[src/rtl/button_debounce_pkg.sv]
// Shared constants, per-channel event bundle and pin polarity helper for button_debounce.
// Latency: n/a (declarations only).
// Backpressure: n/a.
package button_pkg;

  localparam int DB_CNT_W   = 8;
  localparam int HOLD_CNT_W = 16;

  // Everything one debounced channel reports in a given cycle.
  typedef struct packed {
    logic level;
    logic press;
    logic rel;
    logic long_ev;
  } btn_evt_t;

  // Idle (not pressed) pin level for a given polarity.
  function automatic logic released_val(input bit active_low);
    return active_low ? 1'b1 : 1'b0;
  endfunction

endpackage

[src/rtl/button_debounce_if.sv]
// Bundles raw button pins with their debounced levels and event pulses.
// Latency: n/a (wiring only).
// Backpressure: none; every output is a level or a one-cycle pulse.
interface button_debounce_if #(
  parameter int N_BTN = 2
);
  logic [N_BTN-1:0] i_BTN;
  logic [N_BTN-1:0] o_BTN_LEVEL;
  logic [N_BTN-1:0] o_PRESS;
  logic [N_BTN-1:0] o_RELEASE;
  logic [N_BTN-1:0] o_LONG;
  logic             o_TICK;

  // Board / test side: drives pins, observes events.
  modport master (
    output i_BTN,
    input  o_BTN_LEVEL, o_PRESS, o_RELEASE, o_LONG, o_TICK
  );

  // Debouncer side.
  modport slave (
    input  i_BTN,
    output o_BTN_LEVEL, o_PRESS, o_RELEASE, o_LONG, o_TICK
  );
endinterface

[src/rtl/button_debounce_chan.sv]
// One button channel: 2-FF synchronizer, tick-counted debounce, press/release pulses, optional hold counter (LONG_PRESS_EN).
// Latency: pulse 2+(DB_TICKS-1)*tick_period+1 .. 2+DB_TICKS*tick_period cycles after a raw edge.
// Backpressure: none; pulses are one cycle wide and never stall.
module debounce_chan
  import button_pkg::*;
#(
  parameter int DB_TICKS   = 16,
  parameter int LONG_TICKS = 1000,
  parameter bit ACTIVE_LOW = 1'b1
) (
  input  logic     clk,
  input  logic     reset,
  input  logic     tick_i,
  input  logic     pin_i,
  output btn_evt_t evt_o
);

  localparam logic                PIN_IDLE = released_val(ACTIVE_LOW);
  localparam logic [DB_CNT_W-1:0] DB_LAST  = DB_CNT_W'(DB_TICKS - 1);

  logic                sync1_q, sync2_q, sync_val;
  logic [DB_CNT_W-1:0] cnt_q, cnt_d;
  logic                level_q, level_d;
  logic                press_q, press_d;
  logic                rel_q, rel_d;
  logic                long_w;

  // Two-flop synchronizer; resets to the idle pin level so reset never looks like a press.
  always_ff @(posedge clk) begin
    if (reset) begin
      sync1_q <= PIN_IDLE;
      sync2_q <= PIN_IDLE;
    end else begin
      sync1_q <= pin_i;
      sync2_q <= sync1_q;
    end
  end

  // Internal logic is active-high regardless of pin polarity.
  assign sync_val = sync2_q ^ ACTIVE_LOW;

  // Debounce: count consecutive mismatching ticks; any match wipes the count.
  always_comb begin
    cnt_d   = '0;
    level_d = level_q;
    press_d = 1'b0;
    rel_d   = 1'b0;
    if (sync_val != level_q) begin
      cnt_d = cnt_q;
      if (tick_i) begin
        if (cnt_q == DB_LAST) begin
          cnt_d   = '0;
          level_d = sync_val;
          press_d = sync_val;
          rel_d   = ~sync_val;
        end else begin
          cnt_d = cnt_q + DB_CNT_W'(1);
        end
      end
    end
  end

  // Debounce state and event pulses share one edge so level and pulse line up.
  always_ff @(posedge clk) begin
    if (reset) begin
      cnt_q   <= '0;
      level_q <= 1'b0;
      press_q <= 1'b0;
      rel_q   <= 1'b0;
    end else begin
      cnt_q   <= cnt_d;
      level_q <= level_d;
      press_q <= press_d;
      rel_q   <= rel_d;
    end
  end

`ifdef LONG_PRESS_EN
  localparam logic [HOLD_CNT_W-1:0] HOLD_MAX = HOLD_CNT_W'(LONG_TICKS);

  logic [HOLD_CNT_W-1:0] hold_q, hold_d;
  logic                  long_q, long_d;

  // Hold counter: ticks while pressed, saturates so the long event fires once per hold.
  always_comb begin
    hold_d = hold_q;
    long_d = 1'b0;
    if (!level_q) begin
      hold_d = '0;
    end else if (tick_i && (hold_q != HOLD_MAX)) begin
      hold_d = hold_q + HOLD_CNT_W'(1);
      long_d = (hold_q == HOLD_MAX - HOLD_CNT_W'(1));
    end
  end

  // Hold counter and long-press pulse registers.
  always_ff @(posedge clk) begin
    if (reset) begin
      hold_q <= '0;
      long_q <= 1'b0;
    end else begin
      hold_q <= hold_d;
      long_q <= long_d;
    end
  end

  assign long_w = long_q;
`else
  logic unused_long_ticks;
  assign unused_long_ticks = ^HOLD_CNT_W'(LONG_TICKS);
  assign long_w = 1'b0;
`endif

  assign evt_o = '{level: level_q, press: press_q, rel: rel_q, long_ev: long_w};

endmodule

[src/rtl/button_debounce.sv]
// Debounces N_BTN raw pushbuttons off one shared prescaler tick; long-press events when LONG_PRESS_EN is defined.
// Latency: 2-FF sync plus DB_TICKS debounce ticks (each 2^PRESCALE_W cycles) from raw edge to pulse.
// Backpressure: none; outputs are levels and one-cycle pulses.
module button_debounce
  import button_pkg::*;
#(
  parameter int N_BTN      = 2,
  parameter int PRESCALE_W = 10,
  parameter int DB_TICKS   = 16,
  parameter int LONG_TICKS = 1000,
  parameter bit ACTIVE_LOW = 1'b1
) (
  input  logic               clk,
  input  logic               reset,
  button_debounce_if.slave   btn_if
);

  logic [PRESCALE_W-1:0] presc_q, presc_d;
  logic                  tick_w;
  btn_evt_t              evt [N_BTN];
  logic [N_BTN-1:0]      level_w, press_w, rel_w, long_w;

  assign presc_d = presc_q + PRESCALE_W'(1);

  // Free-running prescaler; wraps naturally.
  always_ff @(posedge clk) begin
    if (reset) presc_q <= '0;
    else       presc_q <= presc_d;
  end

  assign tick_w = &presc_q;

  for (genvar g = 0; g < N_BTN; g++) begin : g_chan
    debounce_chan #(
      .DB_TICKS  (DB_TICKS),
      .LONG_TICKS(LONG_TICKS),
      .ACTIVE_LOW(ACTIVE_LOW)
    ) u_chan (
      .clk   (clk),
      .reset (reset),
      .tick_i(tick_w),
      .pin_i (btn_if.i_BTN[g]),
      .evt_o (evt[g])
    );
    assign level_w[g] = evt[g].level;
    assign press_w[g] = evt[g].press;
    assign rel_w[g]   = evt[g].rel;
    assign long_w[g]  = evt[g].long_ev;
  end

  assign btn_if.o_BTN_LEVEL = level_w;
  assign btn_if.o_PRESS     = press_w;
  assign btn_if.o_RELEASE   = rel_w;
  assign btn_if.o_LONG      = long_w;
  assign btn_if.o_TICK      = tick_w;

endmodule
[src/flat_wrapper.sv]
// flat-port wrapper written by rule: the top's interface ports become plain ports
module button_debounce_flat import button_pkg::*;
#(
  parameter int N_BTN      = 2,
  parameter int PRESCALE_W = 10,
  parameter int DB_TICKS   = 16,
  parameter int LONG_TICKS = 1000,
  parameter bit ACTIVE_LOW = 1'b1
)
  (clk, reset, btn_if_i_BTN, btn_if_o_BTN_LEVEL, btn_if_o_PRESS, btn_if_o_RELEASE, btn_if_o_LONG, btn_if_o_TICK);
  button_debounce_if #(.N_BTN(N_BTN)) btn_if_i ();
  input  logic clk;
  input  logic reset;
  input wire logic [$bits(btn_if_i.i_BTN)-1:0] btn_if_i_BTN;
  output wire logic [$bits(btn_if_i.o_BTN_LEVEL)-1:0] btn_if_o_BTN_LEVEL;
  output wire logic [$bits(btn_if_i.o_PRESS)-1:0] btn_if_o_PRESS;
  output wire logic [$bits(btn_if_i.o_RELEASE)-1:0] btn_if_o_RELEASE;
  output wire logic [$bits(btn_if_i.o_LONG)-1:0] btn_if_o_LONG;
  output wire logic [$bits(btn_if_i.o_TICK)-1:0] btn_if_o_TICK;
  assign btn_if_i.i_BTN = btn_if_i_BTN;
  assign btn_if_o_BTN_LEVEL = btn_if_i.o_BTN_LEVEL;
  assign btn_if_o_PRESS = btn_if_i.o_PRESS;
  assign btn_if_o_RELEASE = btn_if_i.o_RELEASE;
  assign btn_if_o_LONG = btn_if_i.o_LONG;
  assign btn_if_o_TICK = btn_if_i.o_TICK;
  button_debounce #(.N_BTN(N_BTN), .PRESCALE_W(PRESCALE_W), .DB_TICKS(DB_TICKS), .LONG_TICKS(LONG_TICKS), .ACTIVE_LOW(ACTIVE_LOW)) u_core (.clk(clk), .reset(reset), .btn_if(btn_if_i));
endmodule
[config.mk]
export PLATFORM = sky130hd
export DESIGN_NAME = button_debounce_flat
export DESIGN_NICKNAME = d
export VERILOG_FILES = /design/src/rtl/button_debounce_pkg.sv /design/src/rtl/button_debounce_if.sv /design/src/rtl/button_debounce_chan.sv /design/src/rtl/button_debounce.sv /design/src/flat_wrapper.sv
export SDC_FILE = /design/constraint.sdc
export NUM_CORES = 1
export LEC_CHECK = 0
export CORE_AREA = 10 10 72 74
export CTS_CLUSTER_SIZE = 8
export DETAILED_ROUTE_END_ITERATION = 16
export DIE_AREA = 0 0 82 84
export GPL_TIMING_DRIVEN = 0
export PLACE_DENSITY = 0.73
export REMOVE_ABC_BUFFERS = 1
export SLEW_MARGIN = 20
export SYNTH_ARGS = -nofsm -noshare
export SYNTH_HDL_FRONTEND = slang
export SYNTH_SLANG_ARGS = --single-unit
[constraint.sdc]
create_clock -name clk -period 2 [get_ports clk]
set_clock_uncertainty 0.1 [all_clocks]
set_input_delay 0.4 -clock clk [delete_from_list [all_inputs] [get_ports clk]]
set_output_delay 0.4 -clock clk [all_outputs]
set_load 0.02 [all_outputs]
==> metrics, run 1 <==
outcome finished, final reports clean; fin crit share 96.1%; Tot Pwr 0.00147 W; CP required 1.50 ns; gpl congestion 0.813; Avg WL per Cell roughly 12 um; Starting Density a little over two fifths; R2R cell count 6; Iter 0 DRT Violations 55; all-layer global routing usage 9.07%; die area 0.00689 mm2; Hold Crit Class reg -> reg; P_leak 0.594 nW; sequential fraction of the synthesis area between 40 and 50%; yosys warns 0; H-tree depth 2; Die X 82 um; CORE AREA 0.00386 mm2; final setup fails 0; Yosys top cell area share about 44%; fin nets 196; fill cell count 363; Rel. slew slack 47.9%; antenna cell count 0; most frequent cell after synthesis dfxtp_1; io pins 13; first-pass GRT wire length 5000 um; pre-CTS WS -0.524 ns; IO Port Bufs 10; reg2reg setup slack approximately 0.27 ns; DRT Pass-1 Iters 4; clock sinks 36; num rows 23; largest net degree at the start of global routing 24; CP Data Arrival Time 1.42 ns; hold buffer count at CTS 0; CP max FO 6; layout cell share with drive strength beyond 1 11.6%; vias per cell 4.98; Synth-to-Final Area Change 14.1%; cts bufs inserted 5; endpoint class of the critical path output pin; largest cells by area after synthesis dfxtp_1, xnor2_1, nor4_1; CTS tree yes; drt drc 0; Final WS setup 0.0771 ns; Peak Freq 520 MHz; actual slew at the worst max-slew pin 0.780 ns; total grt overflow 0; Crit Reg-Reg Endpoint u_core.g_chan[1].u_chan.cnt_q[3]$_SDFFE_PP0N_; WHS Endpoint u_core.g_chan[0].u_chan.sync2_q$_SDFF_PP1_; Hold Crit Depth 1; via count 1196; final core utilization between 40% and 50%; reg-to-reg startpoint u_core.presc_q[1]$_SDFF_PP0_; Crit. Startpoint u_core.presc_q[1]$_SDFF_PP0_; setup_tns 0 ns; Routed WL 2780 um; post-synth top area cell dfxtp_1; Clock Latency Late Sink 0.29 ns; PD cells 793 mW/mm2; Detail Route Antenna Nets 0; clock transition at the registers of the reported paths 0.07 ns; mean area per synthesized cell 8.85 um2; Tmin final slightly below 2 ns; detailed placement HPWL between 1500 and 2000 um; Post-synth top cells dfxtp_1, nor2_1, nor4_1; Cells after Synth 183; CTS root buf clkbuf_8; vias in the first global route 1119; Synth async-reset ratio 0%; VDD IR max roughly 0.47 mV; post-synthesis sequential element count 36; chip height 84 um; initial antenna violation count 0; CP Launch Type flop; Final Slew Violations 0; unrepaired setup endpoints after global routing no; Worst Path Class, Setup reg -> out; Max clock buf depth 2; final hold vios 0; Hold Crit Start u_core.g_chan[0].u_chan.sync1_q$_SDFF_PP1_; cell area after synthesis 0.00162 mm2; Netlist cell types 32; Post-synth EDFFs 0; Primary FF master, synth dfxtp_1; Max Cap Violations 0
## worst max-delay path by stage
stage / endpoint / slack [ns] / depth (start not counted)
global placement: btn_if_o_TICK / -0.49 / 5
finish: btn_if_o_TICK / 0.08 / 5
floorplan: btn_if_o_TICK / 0.24 / 4
CTS: btn_if_o_TICK / 0.02 / 5
global route: btn_if_o_TICK / 0.008 / 5
detailed placement: btn_if_o_TICK / -0.52 / 5
## sequential cells by signal, summed over array words and instances, names as in the netlist
| register | flops |
|---|---|
| u_core.g_chan.u_chan.press_q | 2 |
| u_core.g_chan.u_chan.sync1_q | 2 |
| u_core.g_chan.u_chan.cnt_q | 16 |
| u_core.g_chan.u_chan.level_q | 2 |
| u_core.g_chan.u_chan.sync2_q | 2 |
| u_core.g_chan.u_chan.rel_q | 2 |
| u_core.presc_q | 10 |
## power by group
part	total, W	switching, W	internal (W)	leakage [nW]
clock network	0.000696	0.000257	0.000440	0.0645
logic	0.0000350	0.0000182	0.0000168	0.238
registers	0.000734	0.00000817	0.000726	0.292
total	0.00147	0.000283	0.00118	0.594
## what timing repair did
action	4_1_cts	5_1_grt
pin swaps	0	0
endpoints found under the setup margin	1	4
hold endpoints to repair	0	0
buffers inserted	1	0
resized for setup	10	2
## cells in the final DEF (no fill, tap or decap), types with 2 or more instances in the layout
cell type	synthesis	final
dfxtp_1	36	35
nor2_1	21	21
nor4_1	14	14
xnor2_1	12	12
nand2_1	11	11
nand3_1	10	10
nand4_1	8	8
clkdlybuf4s50_1	0	8
a21oi_1	7	7
clkbuf_8	0	7
or2_2	6	6
xor2_1	5	5
nor3_1	5	5
nand2b_1	4	4
and3_1	4	3
o21ai_0	3	3
inv_1	4	3
o21bai_1	3	3
or3_1	2	2
a21o_1	2	2
mux2i_1	2	2
ha_1	3	2
conb_1	1	2
## stage by stage
step	cells	hold slack, ns	area, um2
floorplan	171	0.289	1530
global placement	231	0.291	1700
detailed placement	231	0.293	1700
CTS	240	0.310	1840
global route	240	0.323	1850
finish	240	0.310	1850
## logic make-up after synthesis
family	Yosys count	share of synthesized area [%]
and+or+nand+nor	91	30.3
DFF	36	44.5
xor gates and xnor gates	17	9.19
buffers and inverters	17	6.56
AOI/OAI and AO/OA	16	5.71
adders and majority gates	3	2.32
muxes	2	1.24
other	1	0.231
## cell type report
type | count | area, um2 | area share, %
clock buffer | 7 | 96.3 | 5.21
multi-input combinational | 131 | 815 | 44.1
clock inverter | 1 | 30.0 | 1.62
timing repair buffer | 11 | 105 | 5.69
tap | 50 | 62.6 | 3.39
sequential | 36 | 722 | 39.1
inverter | 4 | 17.5 | 0.948
## critical path, stage by stage (launching register included)
cell	delay, ns
dfxtp_1	0.39
ha_4	0.16
and3_4	0.23
nand3_4	0.09
inv_4	0.09
buf_2	0.16
## metal layers
| layer | global-route usage (%) | up-vias | part of all wire [%] |
|---|---|---|---|
| li1 | - | 639 | - |
| met1 | 10.5 | 529 | 49 |
| met2 | 13.8 | 21 | 44 |
| met3 | 3.88 | 7 | 5.2 |
| met4 | 4.18 | 0 | 2.0 |
| met5 | 0 | - | 0 |
No activity file was read; power rests on OpenSTA's default activity.
==> inputs of run 2 (changes only) <==
- CAP_MARGIN: not set -> 20
==> results of run 2 <==
Same layout as run 1: the final DEF is identical, and so are final timing and power.
==> inputs of run 3 (changes only) <==
- SLEW_MARGIN: 20 -> not set
==> results of run 3 <==
Same layout as run 1: the final DEF is identical, and so are final timing and power.
